`src/rtl/vdp_bus_bridge.sv`:
```
// CPU I/O to VDP bus bridge: stretches a CPU port access into a timed VDP
// read/write strobe, holding the CPU in wait until the strobe completes.
module vdp_bus_bridge #(
  parameter logic [7:0]  BASE_PORT     = 8'h30,
  parameter int unsigned STROBE_CYCLES = 8,
  parameter int unsigned GAP_CYCLES    = 4
) (
  input  logic       clk,
  input  logic       RESET,
  input  logic       iorq_n,
  input  logic       rd_n,
  input  logic       wr_n,
  input  logic [7:0] addr,
  input  logic [7:0] cpu_d_i,
  output logic [7:0] cpu_d_o,
  output logic       cpu_d_oe,
  output logic       wait_n,
  output logic       vdp_csr_n,
  output logic       vdp_csw_n,
  output logic       vdp_mode,
  output logic [7:0] vdp_cd_o,
  input  logic [7:0] vdp_cd_i
);

  typedef enum logic [2:0] {
    IDLE   = 3'd0,
    SETUP  = 3'd1,
    STROBE = 3'd2,
    HOLD   = 3'd3,
    GAP    = 3'd4
  } state_t;

  localparam logic [7:0] STROBE_LOAD = 8'(STROBE_CYCLES - 1);
  localparam logic [7:0] GAP_LOAD    = 8'(GAP_CYCLES - 1);

  state_t     state_q, state_d;
  logic [7:0] cnt_q, cnt_d;
  logic       is_read_q, is_read_d;
  logic       wait_n_q, wait_n_d;
  logic       csr_n_q, csr_n_d;
  logic       csw_n_q, csw_n_d;
  logic       mode_q, mode_d;
  logic [7:0] cd_o_q, cd_o_d;
  logic [7:0] d_o_q, d_o_d;
  logic       access_valid;

  // Exactly one of rd_n/wr_n low; both-low or both-high is not an access.
  assign access_valid = !iorq_n && (addr[7:2] == BASE_PORT[7:2]) && (rd_n ^ wr_n);

  always_comb begin
    state_d   = state_q;
    cnt_d     = cnt_q;
    is_read_d = is_read_q;
    wait_n_d  = wait_n_q;
    csr_n_d   = csr_n_q;
    csw_n_d   = csw_n_q;
    mode_d    = mode_q;
    cd_o_d    = cd_o_q;
    d_o_d     = d_o_q;
    case (state_q)
      IDLE: begin
        if (access_valid) begin
          state_d   = SETUP;
          wait_n_d  = 1'b0;
          mode_d    = addr[1];
          is_read_d = !rd_n;
          if (rd_n) begin
            cd_o_d = cpu_d_i;
          end
        end
      end
      SETUP: begin
        state_d = STROBE;
        cnt_d   = STROBE_LOAD;
        if (is_read_q) begin
          csr_n_d = 1'b0;
        end else begin
          csw_n_d = 1'b0;
        end
      end
      STROBE: begin
        if (cnt_q == 8'd0) begin
          state_d  = HOLD;
          csr_n_d  = 1'b1;
          csw_n_d  = 1'b1;
          wait_n_d = 1'b1;
          if (is_read_q) begin
            d_o_d = vdp_cd_i;
          end
        end else begin
          cnt_d = cnt_q - 8'd1;
        end
      end
      HOLD: begin
        if (iorq_n) begin
          state_d = GAP;
          cnt_d   = GAP_LOAD;
        end
      end
      GAP: begin
        // Recovery time for the VDP; new requests simply wait for IDLE.
        if (cnt_q == 8'd0) begin
          state_d = IDLE;
        end else begin
          cnt_d = cnt_q - 8'd1;
        end
      end
      default: begin
        state_d = IDLE;
      end
    endcase
  end

  always_ff @(posedge clk) begin
    if (RESET) begin
      state_q   <= IDLE;
      cnt_q     <= 8'd0;
      is_read_q <= 1'b0;
      wait_n_q  <= 1'b1;
      csr_n_q   <= 1'b1;
      csw_n_q   <= 1'b1;
      mode_q    <= 1'b0;
      cd_o_q    <= 8'd0;
      d_o_q     <= 8'd0;
    end else begin
      state_q   <= state_d;
      cnt_q     <= cnt_d;
      is_read_q <= is_read_d;
      wait_n_q  <= wait_n_d;
      csr_n_q   <= csr_n_d;
      csw_n_q   <= csw_n_d;
      mode_q    <= mode_d;
      cd_o_q    <= cd_o_d;
      d_o_q     <= d_o_d;
    end
  end

  // Bus drive follows the live CPU read so we release as soon as rd_n rises.
  assign cpu_d_oe  = !RESET && (state_q == HOLD) && is_read_q && !iorq_n && !rd_n;
  assign cpu_d_o   = d_o_q;
  assign wait_n    = wait_n_q;
  assign vdp_csr_n = csr_n_q;
  assign vdp_csw_n = csw_n_q;
  assign vdp_mode  = mode_q;
  assign vdp_cd_o  = cd_o_q;

endmodule

```
`config.mk`:
```
export PLATFORM = sky130hd
export DESIGN_NAME = vdp_bus_bridge
export DESIGN_NICKNAME = d
export VERILOG_FILES = /design/src/rtl/vdp_bus_bridge.sv
export SDC_FILE = /design/constraint.sdc
export NUM_CORES = 1
export LEC_CHECK = 0
export CAP_MARGIN = 10
export CORE_ASPECT_RATIO = 0.7
export CORE_MARGIN = 5
export CORE_UTILIZATION = 30
export DETAILED_ROUTE_END_ITERATION = 16
export GPL_TIMING_DRIVEN = 1
export PLACE_DENSITY = 0.53
export SYNTH_ARGS = -nofsm -noshare
export SYNTH_HDL_FRONTEND = slang
export SYNTH_SLANG_ARGS = --single-unit
```
`constraint.sdc`:
```
create_clock -name clk -period 2.3 [get_ports clk]
set_input_delay 0.345 -clock clk [delete_from_list [all_inputs] [get_ports clk]]
set_output_delay 0.345 -clock clk [all_outputs]
set_load 0.05 [all_outputs]
```
# ---- After elaboration in Yosys (flattened, before gate mapping)
# Index checks and enable logic that the tools add are counted.
dict set report word_totals {
  regBits 32
  latchBits 0
  mem_bits_rw 0
  romBits 0
  in_bits 29
  out_inout_bits 21
  word_cells 61
  memories 0
}
dict set report op_classes {
  addsub 1
  multipliers 0
  n_div 0
  order_cmp 0
  n_eq_ne 12
  n_shift 0
  n_mux 15
  n_bitwise 1
  n_reduce_logical 23
}
# cell n
set ops {}
lappend ops {{8-bit case mux with 3 select lines} 1}
lappend ops {{3-bit AND reduction} 6}
lappend ops {{8-bit two-way mux} 2}
lappend ops {{3-bit case mux with 5 select lines} 1}
lappend ops {{2-bit != test, second input constant} 7}
lappend ops {{3-bit two-way mux} 4}
lappend ops {{8-bit zero test} 1}
lappend ops {{8-bit by 1-bit subtractor with 8-bit output, second input constant} 1}
lappend ops {{3-bit by 2-bit equality test with 1-bit output, second input constant} 2}
lappend ops {{6-bit by 4-bit equality test with 1-bit output, second input constant} 1}
lappend ops {{1-bit logical AND} 6}
lappend ops {{1-bit case mux with 2 select lines} 3}
lappend ops {{1-bit two-way mux} 4}
lappend ops {{4-bit AND reduction} 1}
lappend ops {{2-bit nonzero test} 2}
lappend ops {{3-bit by 1-bit equality test with 1-bit output, second input constant} 1}
lappend ops {{3-bit equality test, second input constant} 1}
lappend ops {{1-bit zero test} 3}
lappend ops {{3-bit zero test} 1}
lappend ops {{3-bit nonzero test} 1}
lappend ops {{2-bit AND reduction} 1}
lappend ops {{2-bit OR reduction} 1}
lappend ops {{1-bit bitwise XOR} 1}

# ---- Logic depth before layout (Yosys ltp)
# Gate-level depths: netlist (run 1).
dict set report depth {
  ltp_word 5
  ltp_mapped 7
  mapped_depth_nobuf 6
}

# ---- Least setup slack after synthesis (run 1)
# No wires, ideal clock.
dict set report synth_path {
  kind {reg-to-output}
  from {register state_q[0]}
  to {output cpu_d_oe}
  arrival_ps 2315
  t_required_ps 1955
  setup_slack_ps -360
  stages_incl_launch_ff 5
  path_buffers 1
  path_cell_list {dfxtp_1 > clkbuf_1 > and2b_2 > nand2_1 > nor4_1}
}
dict set report synth_via {
  elab_chain_len 5
}
# element line_no
set synth_lines {}
lappend synth_lines {{start: declaration} 36} ;# state_t state_q, state_d;
lappend synth_lines {{start signal: assignment} 126} ;# state_q <= state_d;
lappend synth_lines {{3-bit by 2-bit equality test with 1-bit output} 139} ;# assign cpu_d_oe = !RESET && (state_q == HOLD) && is_read_q && !iorq_n && !rd_n;
lappend synth_lines {{1-bit logical AND (4 in series)} 139}
lappend synth_lines {{end: declaration} 16} ;# output logic cpu_d_oe,
# Every way passes these cells.

# ---- Final worst setup path (run 1)
# Same ends and word-level chain as after synthesis.

==> results_dict.tcl, run 1 <==
set metrics [dict create \
    layout.nets 251 \
    drive_above_1_share_pct 10.9 \
    grt_pass1_wl_um 6290 \
    place_worst_setup_slack_ns 0.246 \
    die_h_um 68.4 \
    layout_min_cycle_time_ns 1.99 \
    worst_slew_pin_slew_ns 0.546 \
    critical_path.max_fanout 11 \
    clk_pin_slew_ns 0.07 \
    finalHoldViolations 0 \
    numPlacedInstances 282 \
    p_leak_nw 0.853 \
    clk_path_buf_depth 2 \
    end_kind "output port" \
    fin_cells 290 \
    cp.arrival_ns 1.65 \
    rsz0062_at_grt "false" \
    ys_seq_area_share_pct 43.8 \
    die_w_um 93.5 \
    vias 1398 \
    finalSetupTns_ns 0 \
    clk_latency_ns 0.28 \
    grt.overflow.total 0 \
    io-pin-count 50 \
    fp-row-count 21 \
    antenna_found_initial 0 \
    diodes 0 \
    dp_hpwl_um 3060 \
    synthTopCellsByCount "dfxtp_1 (32), nand2_1 (19), nor2_1 (14)" \
    clock-sinks 32 \
    setup_viol 0 \
    synth_edf_count 0 \
    synth_top_area_share_pct 43.8 \
    netlist_top_cells_area "dfxtp_1 (44%), mux2i_1 (8.9%), nand2_1 (4.9%)" \
    cap_violations 0 \
    cts_root_buffer "clkbuf_8" \
    synth-seq-cells 32 \
    cts_buffers 5 \
    ys_async_sr_fraction_pct 0 \
    finalPower_w 0.00122 \
    drtIter0Drc 38 \
    synth_area_um2 1460 \
    synth_most_common_cell "dfxtp_1" \
    crit_required_ns 1.96 \
    viasPerCell 4.82 \
    finish.utilization_pct 45.8 \
    postRouteAntennaNets 0 \
    grt_start_max_net_pins 30 \
    die-area_um2 6400 \
    first_global_vias 1413 \
    ys_warn_count 0 \
    wl_per_cell_um 13.8 \
    max_freq_mhz 502 \
    track_usage_pct 12.8 \
    firstDrtPassIters 4 \
    core_area_um2 4760 \
    status "completed" \
    crit_type "flip-flop to output port" \
    synth-main-ff-cell "dfxtp_1" \
    drc 0 \
    layout_setup_ws_ns 0.309 \
    cts_tree "built" \
    gp_congestion 0.806 \
    period_share_pct 86.6 \
    syn_inst 167 \
    avgSynthCellArea_um2 8.77 \
    start_util_pct 30.8 \
    maxSlewViolCount 0 \
    cts-resized-gates 0 \
    ir_drop_uv 207 \
    multi_input_comb_area_um2 783 \
    hp-class "flip-flop to flip-flop" \
    seqCellArea_um2 641 \
    max_slew_margin_pct 63.2 \
    power_density_nw_per_um2 562 \
    synth_fp_nets 198 \
    synth_top_area_cell "dfxtp_1" \
    start_kind "flip-flop" \
    h-tree-depth 2 \
    yosysUniqueCellTypes 36 \
    skew_ns 0.00467 \
    port_buffers 48 \
    syn_to_final_growth_pct 48.9 \
    cts_setup_buffers 0 \
    hold_buffers 0 \
    n_fill_cell 448 \
    wirelength_um 3990 \
]
## sequential cells by signal, indices dropped and copies added, names as in the netlist
register,count
cpu_d_o,8
is_read_q,1
vdp_cd_o,8
cnt_q,8
wait_n,1
vdp_mode,1
vdp_csr_n,1
vdp_csw_n,1
state_q,3
## metrics by stage
stage	hold WS [ns]	instance area, um2
global placement	0.439	2050
detailed placement	0.446	2050
finish	0.454	2180
global route	0.471	2180
CTS	0.457	2180
floorplan	0.451	1470
## layout make-up
| class | instances | area share (%) |
|---|---|---|
| clock buffers | 7 | 4.42 |
| clock inverters | 1 | 1.38 |
| inverters | 2 | 0.344 |
| multi-input cells | 125 | 35.9 |
| flip-flops and latches | 32 | 29.4 |
| well taps | 69 | 3.96 |
| repair buffers | 54 | 24.6 |
## per-layer routing
layer / wire length (um) / global-route usage [%] / vias up
li1: - / - / 696
met1: 1850 / 15.7 / 651
met2: 1810 / 20.7 / 45
met3: 251 / 4.07 / 6
met4: 86 / 6.03 / 0
met5: 0 / 0 / -
## placed cells by master, fill, tap and decap left out
| cell | count |
|---|---|
| a21boi_1 | 1 |
| or4b_4 | 1 |
| nor4_1 | 3 |
| clkbuf_8 | 7 |
| inv_1 | 2 |
| or3_2 | 1 |
| nand2_1 | 19 |
| and2_1 | 2 |
| a211oi_1 | 3 |
| dfxtp_1 | 32 |
| and3_1 | 2 |
| or4_4 | 1 |
| mux2i_1 | 13 |
| xnor2_1 | 1 |
| o21ai_0 | 2 |
| a31oi_1 | 2 |
| buf_12 | 1 |
| nor3b_1 | 2 |
| nor2_1 | 14 |
| xor2_1 | 1 |
| or2_2 | 2 |
| nor2b_1 | 1 |
| o31ai_1 | 2 |
| nand3_1 | 10 |
| nor3_1 | 4 |
| nor4bb_1 | 1 |
| ha_1 | 2 |
| o22ai_1 | 2 |
| nand4_1 | 5 |
| nand2b_1 | 9 |
| and2b_2 | 2 |
| or4_1 | 2 |
| bufinv_16 | 1 |
| buf_4 | 6 |
| a211o_1 | 1 |
| nor4b_2 | 1 |
| a21oi_1 | 12 |
| clkdlybuf4s50_1 | 47 |
| nor4_2 | 1 |
## where the power goes
group / leakage [nW] / total [W] / internal (W) / switching, W
clock: 0.0645 / 0.000585 / 0.000382 / 0.000203
sequential: 0.258 / 0.000556 / 0.000555 / 0.00000127
combinational: 0.531 / 0.0000833 / 0.0000524 / 0.0000310
total: 0.853 / 0.00122 / 0.000989 / 0.000235
## worst max-delay path, stage by stage (launching register included)
cell	delay [ns]
dfxtp_1	0.53
and2b_2	0.26
nand2_1	0.09
nor4_2	0.31
buf_12	0.18
## path summary, 6_finish.rpt
check / depth (start not counted) / slack (ns) / startpoint / endpoint
max: 4 / 0.31 / state_q[0] / cpu_d_oe
min: 2 / 0.45 / cpu_d_o[2] / cpu_d_o[2]
max reg2reg: 4 / 0.38 / state_q[1] / cnt_q[5]
min reg2reg: 2 / 0.45 / cpu_d_o[2] / cpu_d_o[2]
## logic make-up (layout without fill, tap and decap cells)
family / Yosys count / after routing / share of synthesized area [%]
flip-flops: 32 / 32 / 43.8
multiplexers: 13 / 13 / 8.89
adder cells (fa/ha/maj): 2 / 2 / 1.71
AND/OR/NAND/NOR: 83 / 83 / 31.1
AO/OA/AOI/OAI: 25 / 25 / 10.2
XOR/XNOR: 2 / 2 / 1.20
buffers and inverters: 10 / 64 / 3.16
Power figures use the tool's default switching activity.
==> run 2, diff against run 1 <==
Settings changed: CAP_MARGIN 10 to default, CORE_UTILIZATION 30 to 45, PLACE_DENSITY 0.53 to 0.77.
==> results_dict.tcl, run 2 (synthesized netlist as in run 1, its figures left out) <==
set metrics [dict create \
    cts_tree "built" \
    drive_above_1_share_pct 9.55 \
    placed_area_um2 2010 \
    hold_buffers 0 \
    die-area_um2 4510 \
    finalHoldViolations 0 \
    final_cell_mix "clkdlybuf4s50_1 (47), dfxtp_1 (32), nand2_1 (19)" \
    track_usage_pct 16.9 \
    clock-sinks 32 \
    core_area_um2 3150 \
    die_w_um 78.2 \
    cts_setup_buffers 0 \
    r2r_cells 4 \
    critical_path.max_fanout 11 \
    power_density_nw_per_um2 513 \
    crit_type "flip-flop to output port" \
    maxSlewViolCount 0 \
    start_kind "flip-flop" \
    clk_latency_ns 0.28 \
    die_h_um 57.7 \
    end_kind "output port" \
    period_share_pct 86.5 \
    finalSetupTns_ns 0 \
    cts_root_buffer "clkbuf_8" \
    dp_hpwl_um 2700 \
    postRouteAntennaNets 0 \
    gp_congestion 0.834 \
    clk_path_buf_depth 2 \
    rsz0062_at_grt "false" \
    cap_violations 0 \
    syn_to_final_growth_pct 43.2 \
    crit_required_ns 1.96 \
    worstHoldStart "cpu_d_o[2]" \
    r2r-end "cnt_q[5]" \
    hp-class "flip-flop to flip-flop" \
    wirelength_um 3630 \
    layout.nets 250 \
    clk_pin_slew_ns 0.06 \
    viasPerCell 5.40 \
    worst_slew_pin_slew_ns 0.587 \
    max_freq_mhz 503 \
    skew_ns 0.00445 \
    start_util_pct 46.5 \
    wl_per_cell_um 14.1 \
    diodes 0 \
    mostFrequentLayoutCell "clkdlybuf4s50_1" \
    layout_min_cycle_time_ns 1.99 \
    hold_depth 2 \
    fp-row-count 17 \
    drtIter0Drc 48 \
    firstDrtPassIters 4 \
    ir_drop_uv 408 \
    p_leak_nw 0.829 \
    grt_pass1_wl_um 5950 \
    vias 1394 \
    h-tree-depth 2 \
    finish.utilization_pct 66.6 \
    port_buffers 48 \
    min_to "cpu_d_o[2]" \
    first_global_vias 1309 \
    cts-resized-gates 0 \
    fin_area_um2 2100 \
    grt_start_max_net_pins 24 \
    drc 0 \
    io-pin-count 50 \
    grt.overflow.total 0 \
    r2r-start "state_q[1]" \
    status "completed" \
    n_fill_cell 254 \
    setup_viol 0 \
    cts_buffers 5 \
    r2r_slack_ns 0.42 \
    antenna_found_initial 0 \
    cp.arrival_ns 1.64 \
    max_slew_margin_pct 60.5 \
]
## run 2: critical path: stages, from the launching register on
cell	delay, ns
dfxtp_1	0.50
and2b_2	0.25
nand2_1	0.10
nor4_2	0.32
buf_12	0.19
## run 2: stage by stage
| stage | power (W) | setup slack (ns) | cells | hold slack, ns |
|---|---|---|---|---|
| 2_1_floorplan | 0.000593 | 0.204 | 167 | 0.451 |
| 3_3_place_gp | 0.000647 | 0.308 | 250 | 0.437 |
| 3_5_place_dp | 0.000650 | 0.237 | 250 | 0.444 |
| 4_1_cts | 0.00109 | 0.300 | 258 | 0.453 |
| 5_1_grt | 0.00113 | 0.225 | 258 | 0.483 |
| 6_report | 0.00108 | 0.311 | 258 | 0.449 |
## run 2: how the worst max path moves through the flow
stage | start | endpoint | slack, ns | depth (start not counted)
5_1_grt | state_q[0] | cpu_d_oe | 0.22 | 4
3_5_place_dp | addr[4] | is_read_q | 0.24 | 5
4_1_cts | state_q[0] | cpu_d_oe | 0.30 | 4
6_report | state_q[0] | cpu_d_oe | 0.31 | 4
2_1_floorplan | state_q[0] | cpu_d_oe | 0.20 | 4
3_3_place_gp | addr[4] | is_read_q | 0.31 | 5
## run 2: cell type report
class / count / area, um2 / share of cell area, %
Tap cell: 38 / 47.5 / 2.27
Inverter: 2 / 7.51 / 0.358
Sequential cell: 32 / 641 / 30.5
Timing Repair Buffer: 53 / 528 / 25.2
Clock buffer: 8 / 90.1 / 4.30
Multi-Input combinational cell: 125 / 783 / 37.4
## run 2: power by group
group,switching (W),total [W],internal [W]
Clock,0.000194,0.000438,0.000244
Sequential,0.00000114,0.000556,0.000555
Combinational,0.0000295,0.0000813,0.0000518
## run 2: per-layer routing
metal  GRT usage, %  wire [um]
met2           26.8       1650
met3           5.43        241
met4           9.48         66
met5              0          0
met1           20.3       1680
==> run 3, diff against run 2 <==
Settings changed: GPL_TIMING_DRIVEN 1 to default.
==> results of run 3 <==
Same layout as run 2: the final DEF is identical, and so are final timing and power.
